### src/rtl/kd_query_scheduler_pkg.sv
// kd_sched_pkg: shared types and defaults for the KD-tree query scheduler.
package kd_sched_pkg;
    localparam int NUM_NODES_DEF = 63;
    localparam int TAG_W = 12;
    localparam int ADDR_W = 8;

    typedef enum logic [2:0] {S_IDLE, S_LOAD, S_QUERY, S_DRAIN, S_DONE} state_t;

    typedef struct packed {
        logic v;
        logic [TAG_W-1:0] tag;
    } lane_tag_t;

    typedef struct packed {
        logic [ADDR_W-1:0] leaf;
        logic [TAG_W-1:0] tag;
    } result_t;
endpackage

### src/rtl/kd_result_fifo.sv
// kd_result_fifo: dual-push (A before B), single-pop result FIFO with occupancy count.
module kd_result_fifo
    import kd_sched_pkg::*;
#(
    parameter int DEPTH = 16
) (
    input  logic                   clk,
    input  logic                   rst_n,
    input  logic                   push_a,
    input  result_t                din_a,
    input  logic                   push_b,
    input  result_t                din_b,
    input  logic                   pop,
    output result_t                dout,
    output logic [$clog2(DEPTH):0] count
);
    localparam int AW = $clog2(DEPTH);
    result_t mem [DEPTH];
    logic [AW-1:0] wr, rd;

    assign dout = mem[rd];

    always_ff @(posedge clk) begin
        if (push_a) mem[wr] <= din_a;
        if (push_b) mem[wr + AW'(push_a)] <= din_b;
    end

    always_ff @(posedge clk) begin
        if (!rst_n) begin
            wr <= '0;
            rd <= '0;
            count <= '0;
        end else begin
            wr <= wr + AW'(push_a) + AW'(push_b);
            if (pop) rd <= rd + AW'(1);
            count <= count + (AW+1)'(push_a) + (AW+1)'(push_b) - (AW+1)'(pop);
        end
    end
endmodule

### src/rtl/kd_query_scheduler.sv
// kd_query_scheduler: loads the KD tree, pairs queries onto its two lanes, collects tagged leaves.
// Define KD_SCHED_PERF_EN to enable the perf_cycles/perf_stalls counters.
module kd_query_scheduler
    import kd_sched_pkg::*;
#(
    parameter int INTERNAL_WIDTH = 22,
    parameter int PATCH_WIDTH = 55,
    parameter int ADDRESS_WIDTH = ADDR_W,
    parameter int TAG_WIDTH = TAG_W,
    parameter int NUM_NODES = NUM_NODES_DEF,
    parameter int TREE_LATENCY = 7,
    parameter int FIFO_DEPTH = 16
) (
    input  logic                      clk,
    input  logic                      rst_n,
    input  logic                      start,
    input  logic                      skip_load,
    input  logic [TAG_WIDTH-1:0]      num_queries,
    input  logic                      node_valid,
    output logic                      node_ready,
    input  logic [INTERNAL_WIDTH-1:0] node_data,
    input  logic                      q_valid,
    output logic                      q_ready,
    input  logic [PATCH_WIDTH-1:0]    q_patch,
    output logic                      fsm_enable,
    output logic                      sender_enable,
    output logic [INTERNAL_WIDTH-1:0] sender_data,
    output logic                      patch_en,
    output logic                      patch_two_en,
    output logic [PATCH_WIDTH-1:0]    patch_in,
    output logic [PATCH_WIDTH-1:0]    patch_in_two,
    input  logic [ADDRESS_WIDTH-1:0]  leaf_index,
    input  logic [ADDRESS_WIDTH-1:0]  leaf_index_two,
    input  logic                      receiver_en,
    input  logic                      receiver_two_en,
    output logic                      res_valid,
    input  logic                      res_ready,
    output logic [ADDRESS_WIDTH-1:0]  res_leaf,
    output logic [TAG_WIDTH-1:0]      res_tag,
    output logic                      busy,
    output logic                      done,
    output logic                      error,
    output logic [31:0]               perf_cycles,
    output logic [31:0]               perf_stalls
);
    localparam int CW = $clog2(FIFO_DEPTH) + 1;
    localparam int NW = $clog2(NUM_NODES + 1);

    state_t state;
    logic [TAG_WIDTH-1:0] num_q, acc_cnt, buf_tag, tag_a, tag_b;
    logic [PATCH_WIDTH-1:0] buf_patch;
    logic [NW-1:0] node_cnt;
    logic [CW-1:0] in_flight, fifo_count;
    logic buf_v, credit_ok, accept, last, node_hs, pop;
    logic [1:0] issue_n;
    lane_tag_t pipe_a [TREE_LATENCY];
    lane_tag_t pipe_b [TREE_LATENCY];
    lane_tag_t out_a, out_b;
    result_t head;

    assign out_a = pipe_a[TREE_LATENCY-1];
    assign out_b = pipe_b[TREE_LATENCY-1];
    // Reserve room for a full pair so the non-stallable tree can always land its results.
    assign credit_ok = ({1'b0, fifo_count} + {1'b0, in_flight} + (CW+1)'(2)) <= (CW+1)'(FIFO_DEPTH);
    assign q_ready = (state == S_QUERY) && (acc_cnt < num_q) && credit_ok;
    assign accept = q_valid && q_ready;
    assign last = ({1'b0, acc_cnt} + 1'b1) == {1'b0, num_q};
    assign issue_n = !accept ? 2'd0 : buf_v ? 2'd2 : last ? 2'd1 : 2'd0;
    assign node_ready = state == S_LOAD;
    assign fsm_enable = state == S_LOAD;
    assign node_hs = node_valid && node_ready;
    assign busy = state != S_IDLE;
    assign done = state == S_DONE;
    assign res_valid = fifo_count != '0;
    assign pop = res_valid && res_ready;
    assign res_leaf = res_valid ? head.leaf : '0;
    assign res_tag = res_valid ? head.tag : '0;

    kd_result_fifo #(.DEPTH(FIFO_DEPTH)) u_fifo (
        .clk   (clk),
        .rst_n (rst_n),
        .push_a(receiver_en),
        .din_a ('{leaf: leaf_index, tag: out_a.tag}),
        .push_b(receiver_two_en),
        .din_b ('{leaf: leaf_index_two, tag: out_b.tag}),
        .pop   (pop),
        .dout  (head),
        .count (fifo_count)
    );

    always_ff @(posedge clk) begin
        if (!rst_n) begin
            state <= S_IDLE;
            num_q <= '0;
            acc_cnt <= '0;
            buf_v <= 1'b0;
            buf_patch <= '0;
            buf_tag <= '0;
            node_cnt <= '0;
            sender_enable <= 1'b0;
            sender_data <= '0;
            patch_en <= 1'b0;
            patch_two_en <= 1'b0;
            patch_in <= '0;
            patch_in_two <= '0;
            tag_a <= '0;
            tag_b <= '0;
            in_flight <= '0;
            error <= 1'b0;
        end else begin
            sender_enable <= node_hs;
            if (node_hs) begin
                sender_data <= node_data;
                node_cnt <= node_cnt + 1'b1;
            end
            patch_en <= 1'b0;
            patch_two_en <= 1'b0;
            in_flight <= in_flight + CW'(issue_n) - CW'(out_a.v) - CW'(out_b.v);
            if ((receiver_en != out_a.v) || (receiver_two_en != out_b.v)) error <= 1'b1;
            if (accept) begin
                acc_cnt <= acc_cnt + 1'b1;
                if (buf_v) begin
                    patch_en <= 1'b1;
                    patch_two_en <= 1'b1;
                    patch_in <= buf_patch;
                    patch_in_two <= q_patch;
                    tag_a <= buf_tag;
                    tag_b <= acc_cnt;
                    buf_v <= 1'b0;
                end else if (last) begin
                    patch_en <= 1'b1;
                    patch_in <= q_patch;
                    tag_a <= acc_cnt;
                end else begin
                    buf_v <= 1'b1;
                    buf_patch <= q_patch;
                    buf_tag <= acc_cnt;
                end
            end
            case (state)
                S_IDLE: if (start) begin
                    state <= skip_load ? S_QUERY : S_LOAD;
                    num_q <= num_queries;
                    acc_cnt <= '0;
                    node_cnt <= '0;
                    buf_v <= 1'b0;
                end
                S_LOAD: if (node_hs && node_cnt == NW'(NUM_NODES - 1)) state <= S_QUERY;
                S_QUERY: if (acc_cnt == num_q && !buf_v) state <= S_DRAIN;
                S_DRAIN: if (in_flight == '0 && fifo_count == '0) state <= S_DONE;
                default: state <= S_IDLE;
            endcase
        end
    end

    // Tag pipe mirrors the tree latency and never stalls.
    always_ff @(posedge clk) begin
        if (!rst_n) begin
            for (int i = 0; i < TREE_LATENCY; i++) begin
                pipe_a[i] <= '0;
                pipe_b[i] <= '0;
            end
        end else begin
            pipe_a[0] <= '{v: patch_en, tag: tag_a};
            pipe_b[0] <= '{v: patch_two_en, tag: tag_b};
            for (int i = 1; i < TREE_LATENCY; i++) begin
                pipe_a[i] <= pipe_a[i-1];
                pipe_b[i] <= pipe_b[i-1];
            end
        end
    end

`ifdef KD_SCHED_PERF_EN
    always_ff @(posedge clk) begin
        if (!rst_n || (state == S_IDLE && start)) begin
            perf_cycles <= '0;
            perf_stalls <= '0;
        end else begin
            if (state == S_QUERY || state == S_DRAIN) perf_cycles <= perf_cycles + 32'd1;
            if (state == S_QUERY && q_valid && !q_ready) perf_stalls <= perf_stalls + 32'd1;
        end
    end
`else
    assign perf_cycles = '0;
    assign perf_stalls = '0;
`endif
endmodule

### config.mk
export PLATFORM = sky130hd
export DESIGN_NAME = kd_query_scheduler
export DESIGN_NICKNAME = d
export VERILOG_FILES = /design/src/rtl/kd_query_scheduler_pkg.sv /design/src/rtl/kd_result_fifo.sv /design/src/rtl/kd_query_scheduler.sv
export SDC_FILE = /design/constraint.sdc
export NUM_CORES = 1
export LEC_CHECK = 0
export BUFFER_PORTS_ARGS = -buffer_cell sky130_fd_sc_hd__buf_2
export CAP_MARGIN = 20
export CORE_MARGIN = 2
export CORE_UTILIZATION = 58
export DETAILED_ROUTE_END_ITERATION = 10
export PLACE_DENSITY = 0.88
export SYNTH_ARGS = -nofsm -noshare
export SYNTH_HDL_FRONTEND = slang
export SYNTH_SLANG_ARGS = --single-unit
### constraint.sdc
create_clock -name clk -period 6.78 [get_ports clk]
set_clock_uncertainty 0.15 [all_clocks]
set_input_delay 1.356 -clock clk [delete_from_list [all_inputs] [get_ports clk]]
set_output_delay 1.356 -clock clk [all_outputs]
set_load 0.01 [all_outputs]
## Word level (Yosys, flattened, before mapping)

Memory sizes are Yosys's and may differ from the RTL's. A register that Yosys moved wholly into a read port is not among the register bits.
Cells that the tools add are included.

| word-level totals | value |
|---|---|
| register bits after elaboration | 279 |
| memory bits (writable) | 502 |
| bits of input ports | 114 |
| output and inout bits | 226 |
| word-level logic and storage cells | 141 |
| memories | 3 |

| operators by class | value |
|---|---|
| add/subtract/negate cells | 14 |
| $lt $le $gt $ge | 2 |
| equality and inequality tests | 13 |
| multiplexer cells | 51 |
| bitwise gates (word level) | 16 |
| reductions and logical operators | 22 |

Memory list:

| name | depth | width | read ports | clocked after Yosys merged registers in | wr ports | RTL line | source |
|---|---|---|---|---|---|---|---|
| u_fifo.mem | 16 | 20 | 1 | 1 | 2 | kd_result_fifo.sv:18 | `result_t mem [DEPTH];` |
| pipe_a | 7 | 13 | 7 | 0 | 7 | kd_query_scheduler.sv:56 | `lane_tag_t pipe_a [TREE_LATENCY];` |
| pipe_b | 7 | 13 | 7 | 0 | 7 | kd_query_scheduler.sv:57 | `lane_tag_t pipe_b [TREE_LATENCY];` |

Operators with widths:

| kind | count |
|---|---|
| $mux 13 | 14 |
| $mux 55 | 2 |
| $mux 12 | 6 |
| $mux 6 | 3 |
| $mux 1 | 15 |
| $sub 5x1->5 | 3 |
| $or 1x1->1 | 14 |
| $add 12x1->13 const B | 1 |
| $eq 13x12->1 | 1 |
| $add 12x1->12 const B | 1 |
| $eq 12x12->1 | 1 |
| $lt 12x12->1 | 1 |
| $mux 3 | 4 |
| $pmux 3 s4 | 1 |
| $add 5x1->5 | 2 |
| $logic_not 5->1 | 2 |
| $add 4x1->4 | 2 |
| $logic_and 1x1->1 | 8 |
| $mux 4 | 2 |
| $mux 8 | 1 |
| $reduce_and 2->1 | 4 |
| $add 5x5->6 | 1 |
| $add 6x1->6 const B | 1 |
| $add 6x2->6 const B | 1 |
| other kinds (20) | 27 |

## Longest topological paths before layout

| logic depth | value |
|---|---|
| depth in word-level cells | 9 |
| depth in mapped cells | 22 |
| depth with buffers taken out | 21 |

## Modules after synthesis

A second synthesis with hierarchy kept.

| unflattened totals | value |
|---|---|
| cells, all modules | 2947 |
| area total of the unflattened synthesis | 33454.6 sq um |

Modules (own cells, without submodules):

| module | instances | cells an instance | area each (sq um) | sequential area each (sq um) |
|---|---|---|---|---|
| kd_result_fifo | 1 | 1144 | 16796.1 | 9949.5 |
| kd_query_scheduler | 1 | 1803 | 16658.5 | 8968.6 |

## Worst setup path before layout

Ideal clock, no wire load.

| timing path | value |
|---|---|
| path kind | reg-to-reg |
| from | reg u_fifo.count[1] |
| to | reg in_flight[4] |
| setup time | 0.116 ns |
| data arrival time | 4.459 ns |
| data required time | 6.514 ns |
| slack | 2.056 ns |
| stages on the path, launching flop included | 23 |
| buffers on the path | 3 |
| period minus slack after synthesis | 4.724 ns |
| cell sequence | dfxtp_1 inv_1 ha_1 inv_1 ha_1 inv_1 fa_1 nor2b_1 o21a_1 or3_1 a211o_1 clkbuf_1 nor3_2 inv_1 clkbuf_1 clkbuf_1 ha_1 inv_1 fa_1 a21oi_1 nor2_1 or3_1 and3_1 |

| between the ends | value |
|---|---|
| longest elaborated chain between the ends | 9 |

RTL lines:

| what | RTL line | source |
|---|---|---|
| from (decl) | kd_result_fifo.sv:15 | `output logic [$clog2(DEPTH):0] count` |
| from (signal assigned) | kd_result_fifo.sv:36 | `count <= count + (AW+1)'(push_a) + (AW+1)'(push_b) - (AW+1)'(pop);` |
| $add 5x5->6 | kd_query_scheduler.sv:64 | `assign credit_ok = ({1'b0, fifo_count} + {1'b0, in_flight} + (CW+1)'(2)) <= (CW+1)'(FIFO_DEPTH);` |
| $add 6x2->6 | kd_query_scheduler.sv:64 |  |
| $le 6x5->1 | kd_query_scheduler.sv:64 |  |
| $logic_and 1x1->1 | kd_query_scheduler.sv:65 | `assign q_ready = (state == S_QUERY) && (acc_cnt < num_q) && credit_ok;` |
| $logic_and 1x1->1 | kd_query_scheduler.sv:66 | `assign accept = q_valid && q_ready;` |
| $mux 2 | kd_query_scheduler.sv:68 | `assign issue_n = !accept ? 2'd0 : buf_v ? 2'd2 : last ? 2'd1 : 2'd0;` |
| $add 5x2->5 | kd_query_scheduler.sv:118 | `in_flight <= in_flight + CW'(issue_n) - CW'(out_a.v) - CW'(out_b.v);` |
| $sub 5x1->5 (2 in series) | kd_query_scheduler.sv:118 |  |
| to (signal assigned) | kd_query_scheduler.sv:118 |  |
| to (decl) | kd_query_scheduler.sv:53 | `logic [CW-1:0] in_flight, fifo_count;` |

Every way passes these cells.
A chain may end at the register's enable or synchronous reset.

## Worst setup path in the final report

Same ends and word-level chain as after synthesis.

==> flow_metrics.tcl <==
set metrics [dict create \
    first_iter_violations 2248 \
    final_area_um2 39410 \
    worstReg2RegEnd "in_flight[4]" \
    total_grt_usage_pct 27.64 \
    dp.final_hpwl_mm 51.44 \
    synth-async-reset-ratio_pct 0 \
    rrSetupSlack_ps 1820 \
    first_global_vias 23140 \
    tritoncts "done" \
    post-route-drc-count 0 \
    chipHeight_um 249.7 \
    totalWireLength_mm 88.65 \
    fin_setup_tns_ps 0 \
    setup.worst_path.start_class "flip-flop" \
    netlist_instances 2861 \
    finalCritPeriodShare_pct 73.12 \
    drive_above_1_share_pct 31.14 \
    synth.lib_cells_used.distinct 62 \
    drt.antenna.violating_nets 0 \
    synth-edff-count 320 \
    min_path_type "flip-flop to flip-flop" \
    worst_r2r_path_depth 21 \
    clk_transition_reported_paths_ps 60 \
    worst_setup_path_end_kind "flip-flop" \
    hold-path-endpoint "pipe_b[3][8]" \
    postSynth.topFlopCell "dfxtp_1" \
    final_stage_net_count 3181 \
    floorplan.io_pins 340 \
    final-max-slew-violation-count 0 \
    report.power.total_mw 11.48 \
    via_per_inst 6.068 \
    routed-via-count 23450 \
    synth_area_per_cell_um2 12.24 \
    layout.filler_cells 4127 \
    min_tclk_post_route_ps 4958 \
    timing.critical_path.fanout_max 6 \
    post_cts.repair.setup_buffers 0 \
    ctsResizeCount 0 \
    post-synth-top-area-fraction_pct 27.44 \
    synthesis.area_um2 35020 \
    grt_pass1_wl_mm 133.7 \
    placement.io_buffers 275 \
    syn_to_final_growth_pct 12.53 \
    placer_s_final_routability_congestion_estimate 0.8769 \
    timing_worst_slew_pin_value_ps 1210 \
    floorplan.initialDensity_pct 58.35 \
    status "finished clean" \
    die_width_um 249.7 \
    synth_top_cell_by_area "edfxtp_1" \
    synth_seq_cells 785 \
    antenna_found_initial 6 \
    numClockSinks 785 \
    yosys.cell_count.top_type "dfxtp_1" \
    p_per_area_nw_per_um2 291.2 \
    root_buffer "clkbuf_16" \
    numPlacedInstances 3718 \
    synth_area_leaders "edfxtp_1 27%, dfxtp_1 27%, mux2_2 12%" \
    whs_ps 266.4 \
    fp.dieArea_um2 62360 \
    crit-reg2reg-launch "u_fifo.count[1]" \
    max_ir_drop_vdd_mv 0.2419 \
    placeableCoreArea_um2 60020 \
    cts_hold_buf 0 \
    worst_ep_arrival_time_ps 5310 \
    htree_num_levels 3 \
    timing.final.setup_violations 0 \
    slew_headroom_pct 19.32 \
    detailedRoute.firstPassIterationCount 8 \
    worst-endpoint-required_ps 7140 \
    post_synth_most_frequent_cells "465 x dfxtp_1, 407 x nand2_1, 383 x mux2_2" \
    ys_seq_area_share_pct 54.02 \
    achievable-frequency_mhz 201.7 \
    worst-setup-path-type "flip-flop to flip-flop" \
    yosysWarningCount 0 \
    overall_overflow_remaining_after_global_route 0 \
    min_path_cells 1 \
    final_hold_violation_count 0 \
    routed_wire_length_per_instance_um 22.94 \
    core.rowCount 90 \
    max-clock-path-buffers 3 \
    stdcell_count 3865 \
    cts-buffers-inserted 78 \
    largest_net_degree_at_the_start_of_global_routing 221 \
    hold_path.startpoint "pipe_b[2][8]" \
    dpl_cell_area_um2 36690 \
    clock_latency_ps 620 \
    grt_setup_unrepaired "no" \
    max_cap_viol_count 0 \
    p_leak_nw 14.71 \
]
[power by group]
part	switching (mW)	internal, mW	total (mW)
logic	1.02	0.838	1.86
clock network	1.83	2.54	4.37
registers	0.154	5.10	5.25
total	3.00	8.47	11.5
[stage by stage]
step | setup WS (ps) | utilization, %
2_1_floorplan | 2056 | -
3_3_place_gp | 2040 | 61.12
3_5_place_dp | 1924 | 61.12
4_1_cts | 1827 | 65.43
5_1_grt | 1476 | 65.65
6_report | 1822 | 65.66
[sequential cells by signal (all words and copies together) (netlist names), 12 cells and up, named ones only]
signal,count
sender_data,22
tag_a,12
buf_patch,55
u_fifo.mem,320
num_q,12
pipe_b,91
pipe_a,91
tag_b,12
acc_cnt,12
buf_tag,12
patch_in_two,55
patch_in,55
[how the worst max path moves through the flow]
stage / depth (start not counted) / slack, ps / to / from
after floorplan: 22 / 2060 / in_flight[4] / u_fifo.count[1]
after global placement: 21 / 2040 / in_flight[4] / u_fifo.count[1]
after detailed placement: 21 / 1920 / in_flight[4] / u_fifo.count[1]
after CTS: 5 / 1830 / res_tag[2] / flip-flop
after global routing: 21 / 1480 / in_flight[4] / u_fifo.count[1]
final: 21 / 1820 / in_flight[4] / u_fifo.count[1]
[per-layer routing]
layer,vias to the layer above,GRT usage [%],wire [um]
met5,-,0,49
met4,8,12.99,3985
met3,288,5.882,8042
met2,1283,46.79,43940
met1,11470,33.86,32640
li1,10400,-,-
[layout make-up]
cell class / instances / area, um2 / area share, %
timing repair buffer: 319 / 1834 / 4.655
inverter: 45 / 168.9 / 0.4286
tap: 782 / 978.4 / 2.483
clock buffer: 123 / 2387 / 6.058
sequential: 785 / 18930 / 48.03
antenna: 3 / 7.507 / 0.01905
clock inverter: 16 / 196.4 / 0.4985
multi-input combinational: 1792 / 14910 / 37.83
[cell families after synthesis]
logic type,after synthesis,share of synthesized area [%]
DFF,785,54.02
and+or+nand+nor,770,10.65
buffers and inverters,347,4.666
AOI/OAI and AO/OA,308,6.799
xor gates and xnor gates,38,0.9504
adders and majority gates,46,1.772
muxes,566,21.13
other,1,0.01071
[layout by cell type, fill, tap and decap left out, types with 18 or more instances in the layout]
cell       netlist  routed
buf_2           16     274
clkbuf_1       185      20
nor2_1          38      37
xor2_1          20      20
o211ai_1        26      26
a32oi_1         24      24
a32o_1          32      32
mux4_2         100     100
clkbuf_8         0      22
dfxtp_1        465     462
a21boi_0       125     125
xnor2_1         18      18
buf_4           75      37
mux2i_1         81      81
nor2b_1         20      20
o2bb2ai_1       32      32
clkbuf_16        0      80
and2_1         223     223
nand2_1        407     403
edfxtp_1       320     320
inv_1           45      44
ha_1            40      40
conb_1           1      64
mux2_2         383     383
[worst max-delay path, stage by stage, from the launching register on]
cell and delay [ps]:
dfxtp_1 350, inv_1 120, ha_1 290, inv_1 40, ha_1 210, inv_1 70
fa_1 210, nor2b_1 60, o21a_1 180, or3_1 360, a211oi_2 410, nand2_1 200
inv_1 130, nand4_1 160, fa_1 520, inv_1 40, ha_1 190, fa_1 410
a21oi_1 170, nor2_1 70, or3_1 330, and3_1 180
(Power assumes the default switching activity.)
